$ cat config.mk
export PLATFORM = sky130hd
export DESIGN_NAME = mvb_fifox_serializer_flat
export DESIGN_NICKNAME = d
export VERILOG_FILES = /design/src/rtl/mvb_fifox_serializer_pkg.sv /design/src/rtl/mvb_fifox_serializer_if.sv /design/src/rtl/mvb_fifox_serializer_first_one.sv /design/src/rtl/mvb_fifox_serializer.sv /design/src/flat_wrapper.sv
export SDC_FILE = /design/constraint.sdc
export NUM_CORES = 1
export LEC_CHECK = 0
export ABC_AREA = 1
export BUFFER_PORTS_ARGS = -buffer_cell sky130_fd_sc_hd__buf_4
export CAP_MARGIN = 20
export CELL_PAD_IN_SITES_DETAIL_PLACEMENT = 0
export CELL_PAD_IN_SITES_GLOBAL_PLACEMENT = 1
export CORE_AREA = 3 3 176 195
export DETAILED_ROUTE_END_ITERATION = 10
export DIE_AREA = 0 0 179 198
export GPL_ROUTABILITY_DRIVEN = 1
export PLACE_DENSITY_LB_ADDON = 0.1
export SETUP_SLACK_MARGIN = 0.05
export SLEW_MARGIN = 0
export SYNTH_ARGS = -nofsm -noshare
export SYNTH_HDL_FRONTEND = slang
export SYNTH_SLANG_ARGS = --single-unit
$ cat constraint.sdc
create_clock -name clk -period 2.5 [get_ports clk]
set_clock_uncertainty 0.2 [all_clocks]
set_input_delay 0.75 -clock clk [delete_from_list [all_inputs] [get_ports clk]]
set_output_delay 0.75 -clock clk [all_outputs]
set_load 0.02 [all_outputs]
$ cat src/rtl/mvb_fifox_serializer_pkg.sv
// Shared constants, state type and mask helpers for the MVB-to-FIFOX serializer.
package mvb_fifox_pkg;

  localparam int unsigned ITEM_CNT_W = 32;
  localparam int unsigned MAX_ITEMS  = 64;

  typedef enum logic {
    ST_IDLE  = 1'b0,
    ST_DRAIN = 1'b1
  } state_t;

  // Lowest set index of mask; 0 when mask is empty.
  function automatic int unsigned first_one(input logic [MAX_ITEMS-1:0] mask);
    int unsigned r;
    r = 0;
    for (int i = MAX_ITEMS - 1; i >= 0; i--) begin
      if (mask[i]) r = unsigned'(i);
    end
    return r;
  endfunction

  // True when at most one bit of mask is set.
  function automatic logic one_hot_or_zero(input logic [MAX_ITEMS-1:0] mask);
    return (mask & (mask - MAX_ITEMS'(1))) == '0;
  endfunction

endpackage

$ cat src/rtl/mvb_fifox_serializer_if.sv
// MVB receive bus and single-item FIFOX write bus.
interface mvb_if #(
  parameter int unsigned ITEMS      = 4,
  parameter int unsigned ITEM_WIDTH = 32
);
  logic [ITEMS*ITEM_WIDTH-1:0] data;
  logic [ITEMS-1:0]            vld;
  logic                        src_rdy;
  logic                        dst_rdy;

  modport master (output data, vld, src_rdy, input dst_rdy);
  modport slave  (input data, vld, src_rdy, output dst_rdy);
endinterface

interface fifox_wr_if #(
  parameter int unsigned ITEM_WIDTH = 32
);
  logic [ITEM_WIDTH-1:0] data;
  logic                  wr;
  logic                  full;

  modport master (output data, wr, input full);
  modport slave  (input data, wr, output full);
endinterface

$ cat src/rtl/mvb_fifox_serializer_first_one.sv
// Priority encoder: index of the lowest set bit plus an any-set flag.
module mvb_first_one
  import mvb_fifox_pkg::*;
#(
  parameter int unsigned WIDTH = 4,
  localparam int unsigned IDX_W = (WIDTH > 1) ? $clog2(WIDTH) : 1
) (
  input  logic [WIDTH-1:0] mask,
  output logic [IDX_W-1:0] idx_c,
  output logic             any_c
);

  always_comb begin
    idx_c = IDX_W'(first_one(MAX_ITEMS'(mask)));
    any_c = |mask;
  end

endmodule

$ cat src/rtl/mvb_fifox_serializer.sv
// Holds one MVB word and writes its valid items into a FIFOX one per cycle,
// lowest index first, back-pressuring the MVB source while draining.
module mvb_fifox_serializer
  import mvb_fifox_pkg::*;
#(
  parameter int unsigned ITEMS      = 4,
  parameter int unsigned ITEM_WIDTH = 32
) (
  input  logic                  clk,
  input  logic                  reset,
  mvb_if.slave                  rx,
  fifox_wr_if.master            fx,
  output logic [ITEM_CNT_W-1:0] item_cnt
);

  localparam int unsigned IDX_W = (ITEMS > 1) ? $clog2(ITEMS) : 1;

  logic [ITEMS-1:0][ITEM_WIDTH-1:0] hold_q, hold_d;
  logic [ITEMS-1:0]                 pend_q, pend_d;
  logic [ITEM_CNT_W-1:0]            cnt_d;
  logic [IDX_W-1:0]                 sel_c;
  logic                             any_c;
  logic                             wr_c;
  logic                             rdy_c;
  state_t                           state_c;

  mvb_first_one #(.WIDTH(ITEMS)) u_sel (
    .mask  (pend_q),
    .idx_c (sel_c),
    .any_c (any_c)
  );

  // The pending mask is the state register; the state is just its emptiness.
  assign state_c = any_c ? ST_DRAIN : ST_IDLE;

  always_ff @(posedge clk or negedge reset) begin
    if (!reset) begin
      hold_q   <= '0;
      pend_q   <= '0;
      item_cnt <= '0;
    end else begin
      hold_q   <= hold_d;
      pend_q   <= pend_d;
      item_cnt <= cnt_d;
    end
  end

  // Write the selected item, clear its bit, and load a new word when ready;
  // a load in the same cycle as the last write overrides the cleared mask.
  always_comb begin
    hold_d = hold_q;
    pend_d = pend_q;
    cnt_d  = item_cnt;
    wr_c   = 1'b0;
    rdy_c  = 1'b0;

    case (state_c)
      ST_IDLE: begin
        rdy_c = reset;
      end
      ST_DRAIN: begin
        wr_c  = ~fx.full;
        rdy_c = reset & one_hot_or_zero(MAX_ITEMS'(pend_q)) & ~fx.full;
      end
    endcase

    if (wr_c) begin
      pend_d[sel_c] = 1'b0;
      cnt_d         = item_cnt + ITEM_CNT_W'(1);
    end

    if (rdy_c && rx.src_rdy) begin
      hold_d = rx.data;
      pend_d = rx.vld;
    end
  end

  assign fx.wr      = wr_c;
  assign fx.data    = hold_q[sel_c];
  assign rx.dst_rdy = rdy_c;

endmodule

$ cat src/flat_wrapper.sv
// flat-port wrapper written by rule: the top's interface ports become plain ports
module mvb_fifox_serializer_flat import mvb_fifox_pkg::*;
#(
  parameter int unsigned ITEMS      = 4,
  parameter int unsigned ITEM_WIDTH = 32
)
  (clk, reset, item_cnt, rx_data, rx_vld, rx_src_rdy, rx_dst_rdy, fx_data, fx_wr, fx_full);
  mvb_if #(.ITEMS(ITEMS), .ITEM_WIDTH(ITEM_WIDTH)) rx_i ();
  fifox_wr_if #(.ITEM_WIDTH(ITEM_WIDTH)) fx_i ();
  input  logic clk;
  input  logic reset;
  output logic [ITEM_CNT_W-1:0] item_cnt;
  input wire logic [$bits(rx_i.data)-1:0] rx_data;
  input wire logic [$bits(rx_i.vld)-1:0] rx_vld;
  input wire logic [$bits(rx_i.src_rdy)-1:0] rx_src_rdy;
  output wire logic [$bits(rx_i.dst_rdy)-1:0] rx_dst_rdy;
  output wire logic [$bits(fx_i.data)-1:0] fx_data;
  output wire logic [$bits(fx_i.wr)-1:0] fx_wr;
  input wire logic [$bits(fx_i.full)-1:0] fx_full;
  assign rx_i.data = rx_data;
  assign rx_i.vld = rx_vld;
  assign rx_i.src_rdy = rx_src_rdy;
  assign rx_dst_rdy = rx_i.dst_rdy;
  assign fx_data = fx_i.data;
  assign fx_wr = fx_i.wr;
  assign fx_i.full = fx_full;
  mvb_fifox_serializer #(.ITEMS(ITEMS), .ITEM_WIDTH(ITEM_WIDTH)) u_core (.clk(clk), .reset(reset), .rx(rx_i), .fx(fx_i), .item_cnt(item_cnt));
endmodule
Word level (Yosys, flattened, before mapping)
Cells that the tools add are included.

storage, ports and cells
  input bits = 136
  bits in registers = 164
  word-level logic and storage cells = 35
  output and inout bits = 66

operators by class
  multiplexer cells = 13
  $lt $le $gt $ge = 2
  $add $sub $neg = 2
  reduce and logical (&&, ||, !) cells = 5
  bitwise logic cells = 7

operators with widths
  cell                   number
  $and 4x64->64          1
  $bmux 32 s2            1
  $logic_not 64->1       1
  $add 32x1->32 const B  1
  $mux 32                1
  $mux 2                 4
  $mux 4                 2
  $sub 4x1->5 const B    1
  $and 4x4->4            1
  $not 4->4              1
  $reduce_or 4->1        1
  $lt 2x3->1 const B     1
  $mux 1                 3
  $and 1x1->1            2
  $demux 1 s2            1
  $ge 2x1->1 const B     1
  $logic_and 1x1->1      2
  $not 1->1              2
  $pmux 1 s2             1
  $reduce_bool 2->1      1

Logic depth before layout (Yosys ltp)
Gate-level depths: netlist of run 1.

  word-level depth = 12
  depth in mapped cells = 11
  mapped depth without buffers = 10

By module
From an unflattened synthesis of run 1, not the netlist that was laid out.

unflattened totals
  cell total of the unflattened synthesis = 1010
  area total of the unflattened synthesis = 8100.3 um^2

modules (own cells, without submodules)
  module                cells each  area each (um^2)  sequential area each (um^2)  instances
  mvb_fifox_serializer  1001        8054.0            4103.9                       1
  mvb_first_one         9           46.3              0.0                          1

Worst setup path before layout of run 1
OpenSTA, ideal clock, no wires.

  path kind = flip-flop to output port
  from = register u_core.pend_q[0]
  to = output port fx_data[10]
  data required time = 1.550 ns
  cell stages (with the launch flop) = 7
  arrival time = 1.461 ns
  path slack = 0.089 ns
  buffers on the path = 1
  cell sequence = dfrtp_1 nor2_4 inv_1 nor2_1 clkbuf_1 nand2_1 nand3_1

on the way
  word-level cells in the longest chain between the ends = 3

ends and longest elaborated chain
  what                           RTL line                        text
  start, declared                mvb_fifox_serializer.sv:19      logic [ITEMS-1:0] pend_q, pend_d;
  start signal, assigned         mvb_fifox_serializer.sv:43      pend_q <= pend_d;
  $mux 2                         mvb_fifox_serializer_pkg.sv:17  if (mask[i]) r = unsigned'(i);
  $bmux 32 s2                    mvb_fifox_serializer.sv:79      assign fx.data = hold_q[sel_c];
  $mux 32 (not written as such)  mvb_fifox_serializer.sv:79
  end, declared                  flat_wrapper.sv:17              output wire logic [$bits(fx_i.data)-1:0] fx_data;

No other way between the ends. The select of a mux whose other input is x is not followed.

Worst setup path after layout of run 1
  from = register u_core.pend_q[2]
  to = output port fx_data[1]

on the way
  word-level cells in the longest chain between the ends = 5

ends and longest elaborated chain
  what                           RTL line
  $mux 2 (3 in series)           mvb_fifox_serializer_pkg.sv:17
  $bmux 32 s2                    mvb_fifox_serializer.sv:79
  $mux 32 (not written as such)  mvb_fifox_serializer.sv:79

No other way between the ends. The select of a mux whose other input is x is not followed.

==> summary.md, run 1 <==
| Metric | Value |
|---|---|
| Failing checks | setup timing |
| Post-Syn Instances | 1042 |
| Synth Warn # | 0 |
| Setup_tns | -9.22 ns |
| CP Launch Type | register |
| Final instance area | 11400 um2 |
| I/O Buffers | 201 |
| Crit share post-route | 113% |
| TritonRoute pass-1 iters | 5 |
| Fillcell total | 3543 |
| Post-synth top area share | 50.9% |
| Distinct cells, synth | 25 |
| Die Footprint | 35400 um2 |
| Crit Path Max Fanout | 7 |
| Clock Latency Late Sink | 0.43 ns |
| Detailed Place HPWL | 18.0 mm |
| CORE AREA | 32400 um2 |
| Maxcap violations | 0 |
| Grt total ovfl | 0 |
| Gpl congestion | 0.746 |
| Buf+Inv Stages, Crit Path | 3 |
| Total number of vias | 7247 |
| Drt wl/cell | 15.7 um |
| Number of global-route vias before repair | 7362 |
| Most common cell in the netlist | nand2_1 |
| Register area share after synthesis | 50.9% |
| Post-synth EDFFs | 0 |
| Reg area | 4110 um2 |
| CTS Buffer Depth | 2 |
| Detailed Route WL | 26.7 mm |
| Synth async-reset ratio | 100% |
| Min Tclk post-route | 2.82 ns |
| Cell area power density | 1390 nW/um2 |
| Final setup vio count | 34 |
| LEAKAGE | 5.81 nW |
| Starting Density | 24.9% |
| H-tree depth | 4 |
| Vias/cell | 4.27 |
| DR DRC count | 0 |
| Syn Std Cell Area | 8070 um2 |
| First-pass GRT wire length | 41.1 mm |
| Final Power | 15.9 mW |
| Area leader, netlist | dfrtp_1 |
| R2r setup slk | 0.28 ns |
| Iteration-0 DRC Markers | 346 |
| Slew @ Worst Pin | 0.601 ns |
| RSZ-0062 raised after global routing | true |
| Num CTS Buffers | 17 |
| Final hold violations | 0 |
| Slowest-stage cell, CP | dfrtp_2 |
| Max_slew headroom | 59.9% |
| Hold slack | 0.132 ns |
| Die H | 198 um |
| Chip Width | 179 um |
| Type of the worst min-delay path | input pin to async pin |
| Run status | complete, but fails checks |
| Proportion of layout cells with a drive suffix above 1 | 24.5% |
| CP top delay family | flip-flops |
| Largest net degree at the start of global routing | 102 |
| CP Data Required Time | 1.55 ns |
| # clock sinks | 164 |
| Fin. max-slew vios | 0 |
| Synth area leaders | dfrtp_1 (51%), nand2_1 (13%), inv_1 (8.1%) |
| Crit Path Category | register to output port |
| I/O pin count | 202 |
| TritonCTS clock tree | done |
| Post-synth top cells | nand2_1 (276), inv_1 (173), dfrtp_1 (164) |
| Critical path endpoint category | output port |
| Area growth, synth to finish | 41.2% |
| Post-Place Cell Area | 10200 um2 |
| Clock Pin Slew Worst Setup and Hold Paths | 0.07 ns |
| Row count | 69 |
| Max Clk Rate | 354 MHz |
| Nets | 1396 |
| Cell mode on critical path | nand2_4 |
| Synth Flop Type | dfrtp_1 |
| Crit path DAT | 1.87 ns |
| Post-synth net total | 1179 |
| Avg Inst Size Synth | 7.74 um2 |
| Final setup margin | -0.322 ns |
| Worst ir drop on vdd | 0.711 mV |
| Yosys reg bits | 164 |
| Cell Chain, Critical Path | inv_2, nand2_4, nand2_4, nand2_8, buf_12, o211ai_1, nand3_1, buf_6 |
| Clock root cell | clkbuf_16 |
| Slowest cell delay on critical path | 0.43 ns |
| Multi-input gate area | 3160 um2 |
| GRT Util Overall | 15.0% |
| Initial antenna violation count | 2 |
| Detail Route Antenna Nets | 0 |
==> where the power goes <==
group	switching, mW	internal (mW)
clock network	1.15	1.79
logic	4.77	3.92
registers	0.546	3.69
total	6.46	9.40
==> kinds of logic after synthesis <==
kind of cell,count (synthesis),share of synthesized area [%]
simple gates,474,24.4
buf+inv,222,11.5
compound gates,165,11.3
flops,164,50.9
xor+xnor,16,1.74
fa+ha+maj,1,0.155
==> per-stage QoR <==
step | std cells | setup slack [ns] | util, %
6_report | 1699 | -0.322 | 35.2
5_1_grt | 1699 | -0.462 | 35.2
4_1_cts | 1693 | -0.364 | 34.8
3_5_place_dp | 1650 | 0.0502 | 31.5
3_3_place_gp | 1650 | 0.0694 | 31.5
2_1_floorplan | 1042 | 0.0894 | -
==> state kept, by name, indices dropped and copies added, names as in the netlist <==
signal,count
u_core.item_cnt,32
u_core.pend_q,4
u_core.hold_q,128
==> per-layer routing <==
metal,routed length [um],up-vias,share of wire [%],track usage (%)
met1,12500,3383,47,20.1
met5,0,-,0,0
met2,12700,139,48,24.5
met4,286,0,1.1,3.67
met3,1130,13,4.2,3.34
li1,-,3712,-,-
==> placed cells by master (no fill, tap or decap), types with 3 or more instances in the layout <==
cell and count:
nand3_2 7, inv_2 4, xnor2_1 8, buf_6 39, inv_1 168, nand2_2 8, bufinv_16 4, nand4_1 14
nand2_4 3, o21ai_0 62, clkbuf_8 4, nor2_1 86, a21oi_1 32, clkbuf_16 20, inv_6 3, o21ai_1 37
nand3_1 81, nand2_8 3, xor2_1 8, o211ai_1 32, dfrtp_2 3, buf_12 18, buf_4 187, nand2_1 263
dfrtp_1 161
==> what timing repair did <==
item / 4_1_cts / 5_1_grt
buffers inserted: 9 / 4
gates resized for setup: 55 / 24
pin swaps: 8 / 17
hold buffers: 0 / 0
setup endpoints to repair: 34 / 34
endpoints found under the hold margin: 0 / 0
cloned: 3 / 4
==> area by class of cell <==
| class | count | area share (%) |
|---|---|---|
| Sequential cell | 164 | 36.1 |
| Multi-Input combinational cell | 656 | 27.8 |
| Timing Repair Buffer | 247 | 20.0 |
| Inverter | 173 | 5.74 |
| Tap cell | 426 | 4.68 |
| Clock buffer | 21 | 4.22 |
| Clock inverter | 10 | 1.49 |
| Antenna cell | 2 | 0.0439 |
==> final timing paths <==
path | from | endpoint | cells after the start
setup / recovery | u_core.pend_q[2] | fx_data[1] | 8
hold / removal | reset | u_core.item_cnt[20] | 2
setup reg to reg | u_core.pend_q[1] | u_core.hold_q[15] | 10
max in group asynchronous | reset | u_core.hold_q[126] | 3
hold reg to reg | u_core.hold_q[43] | u_core.hold_q[43] | 2
min in group clk | u_core.hold_q[43] | u_core.hold_q[43] | 2
(Power assumes the default switching activity.)
==> inputs of run 2 (changes only) <==
CORE_AREA = 2 2 141 156   (was 3 3 176 195)
DIE_AREA = 0 0 143 158   (was 0 0 179 198)
==> run 2 against run 1 <==
  * The run still ends with setup timing left
  * Sequential power barely moved
  * First-iteration DRC count rose by 16%
  * Global-route usage rose by 6.3 points
  * Critical path type unchanged
  * Largest cell class unchanged
==> summary.md, run 2 (synthesized netlist as in run 1, its figures left out) <==
| Metric | Value |
|---|---|
| Area growth, synth to finish | 45.4% |
| R2r setup slk | 0.16 ns |
| Detail Route Antenna Nets | 0 |
| Final setup margin | -0.317 ns |
| Worst ir drop on vdd | 0.902 mV |
| Non-filler cells, final | 1589 |
| TritonCTS clock tree | done |
| CP Data Required Time | 1.55 ns |
| Final Power | 16.5 mW |
| Crit Path Max Fanout | 7 |
| Cell Chain, Critical Path | inv_2, nand2_4, nand2_8, buf_12, buf_16, nand2_4, o211ai_1, nand3_1, buf_6 |
| Die Footprint | 22600 um2 |
| Grt total ovfl | 0 |
| Die H | 158 um |
| Wl on met1 | 11.5 mm |
| Slowest-stage cell, CP | dfrtp_2 |
| Fin. max-slew vios | 0 |
| Run status | complete, but fails checks |
| DR top layer | met4 |
| I/O pin count | 202 |
| Nets | 1423 |
| Cell mode on critical path | nand2_4 |
| Row count | 56 |
| Proportion of layout cells with a drive suffix above 1 | 27.9% |
| Crit share post-route | 113% |
| Clock Latency Late Sink | 0.43 ns |
| I/O Buffers | 201 |
| Slowest cell delay on critical path | 0.44 ns |
| Final setup vio count | 34 |
| Detailed Route WL | 25.5 mm |
| Slew @ Worst Pin | 0.682 ns |
| Detailed Place HPWL | 15.3 mm |
| Critical path endpoint category | output port |
| Post-CTS Hold Buffers | 0 |
| Reg area | 4110 um2 |
| Num CTS Buffers | 17 |
| Final instance area | 11700 um2 |
| CP Launch Type | register |
| Initial antenna violation count | 0 |
| Chip Width | 143 um |
| Vias/cell | 4.67 |
| Largest register FFs | 128 |
| WL met3 | 1.13 mm |
| Buf+Inv Stages, Crit Path | 4 |
| Most frequent cells in the layout | nand2_1 (252), buf_4 (191), inv_1 (166) |
| CP top delay family | buffers and inverters |
| Iteration-0 DRC Markers | 403 |
| Crit path DAT | 1.87 ns |
| Clock root cell | clkbuf_16 |
| RSZ-0062 raised after global routing | true |
| Setup_tns | -9.06 ns |
| DR DRC count | 0 |
| Largest net degree at the start of global routing | 125 |
| Biggest register | u_core.hold_q |
| WL met2 | 12.4 mm |
| LEAKAGE | 6.11 nW |
| Cell area power density | 1410 nW/um2 |
| Total number of vias | 7419 |
| Max Clk Rate | 355 MHz |
| Largest regs | u_core.hold_q (128), u_core.item_cnt (32), u_core.pend_q (4) |
| Placed cells | 1506 |
| Starting Density | 38.2% |
| Core Util, Final | 55.6% |
| CORE AREA | 21100 um2 |
| # clock sinks | 164 |
| Failing checks | setup timing |
| Clock Pin Slew Worst Setup and Hold Paths | 0.07 ns |
| Crit Path Category | register to output port |
| Worst path depth | 9 |
| CTS Buffer Depth | 2 |
| TritonRoute pass-1 iters | 5 |
| Setup WS pre-CTS | 0.0805 ns |
| Number of global-route vias before repair | 7057 |
| Drt wl/cell | 16.0 um |
| Fillcell total | 2046 |
| Min Tclk post-route | 2.82 ns |
| Max_slew headroom | 54.6% |
| Gpl congestion | 0.846 |
| Type of the worst min-delay path | input pin to async pin |
| H-tree depth | 4 |
| Maxcap violations | 0 |
| Multi-input gate area | 3270 um2 |
| Worst-case reg-to-reg path depth | 13 |
| Post-Place Cell Area | 9960 um2 |
| Final hold violations | 0 |
| Inserted Diodes | 0 |
| Hold slack | 0.226 ns |
| First-pass GRT wire length | 37.3 mm |
| Leading cell type in the layout, fill and taps excluded | nand2_1 |
| GRT Util Overall | 21.3% |
run 2: cell count changes in the layout (fill, tap and decap cells not counted), sizes merged:
cell	before	now
buf	244	264
bufinv	4	0
clkbuf	24	29
clkinv	2	3
clkinvlp	2	1
diode	2	0
inv	175	182
run 2: repair_timing:
action	4_1_cts	5_1_grt
resized for setup	72	62
setup endpoints to repair	34	112
setup buffers	21	18
cloned	7	12
pin swaps	30	31
run 2: report_power, final:
part           switching [mW]  leakage, nW  total [mW]  internal [mW]
clock network            1.24        0.282        2.60           1.36
logic                    5.05         3.81        9.65           4.60
registers               0.572         2.02        4.26           3.69
total                    6.87         6.11        16.5           9.64
run 2: worst register-to-register path: stages (launching register included):
cell and delay, ns:
dfrtp_2 0.44, nor2_4 0.21, buf_6 0.13, buf_6 0.08, buf_6 0.11, o21a_1 0.14
buf_4 0.11, buf_6 0.09, nand3_4 0.06, buf_12 0.15, buf_4 0.17, buf_16 0.17
nor2_1 0.13, a21oi_1 0.06
run 2: cell type report:
type | count | area share, %
timing repair buffer | 274 | 23.5
inverter | 173 | 5.56
sequential | 164 | 35.0
clock buffer | 19 | 3.78
tap | 290 | 3.09
multi-input combinational | 656 | 27.9
clock inverter | 13 | 1.13
run 2: path summary, 6_finish.rpt:
check                                        from             endpoint
worst min-delay path                        reset  u_core.item_cnt[23]
max in group asynchronous                   reset     u_core.pend_q[1]
worst min register to register  u_core.hold_q[91]    u_core.hold_q[91]
worst max-delay path             u_core.pend_q[1]          fx_data[17]
min in group clk                u_core.hold_q[91]    u_core.hold_q[91]
worst max register to register   u_core.pend_q[1]    u_core.hold_q[13]
run 2: metal layers:
layer,vias up,global-route usage [%]
met5,-,0
met4,0,6.46
met3,27,4.02
met2,166,34.5
met1,3464,29.0
li1,3762,-
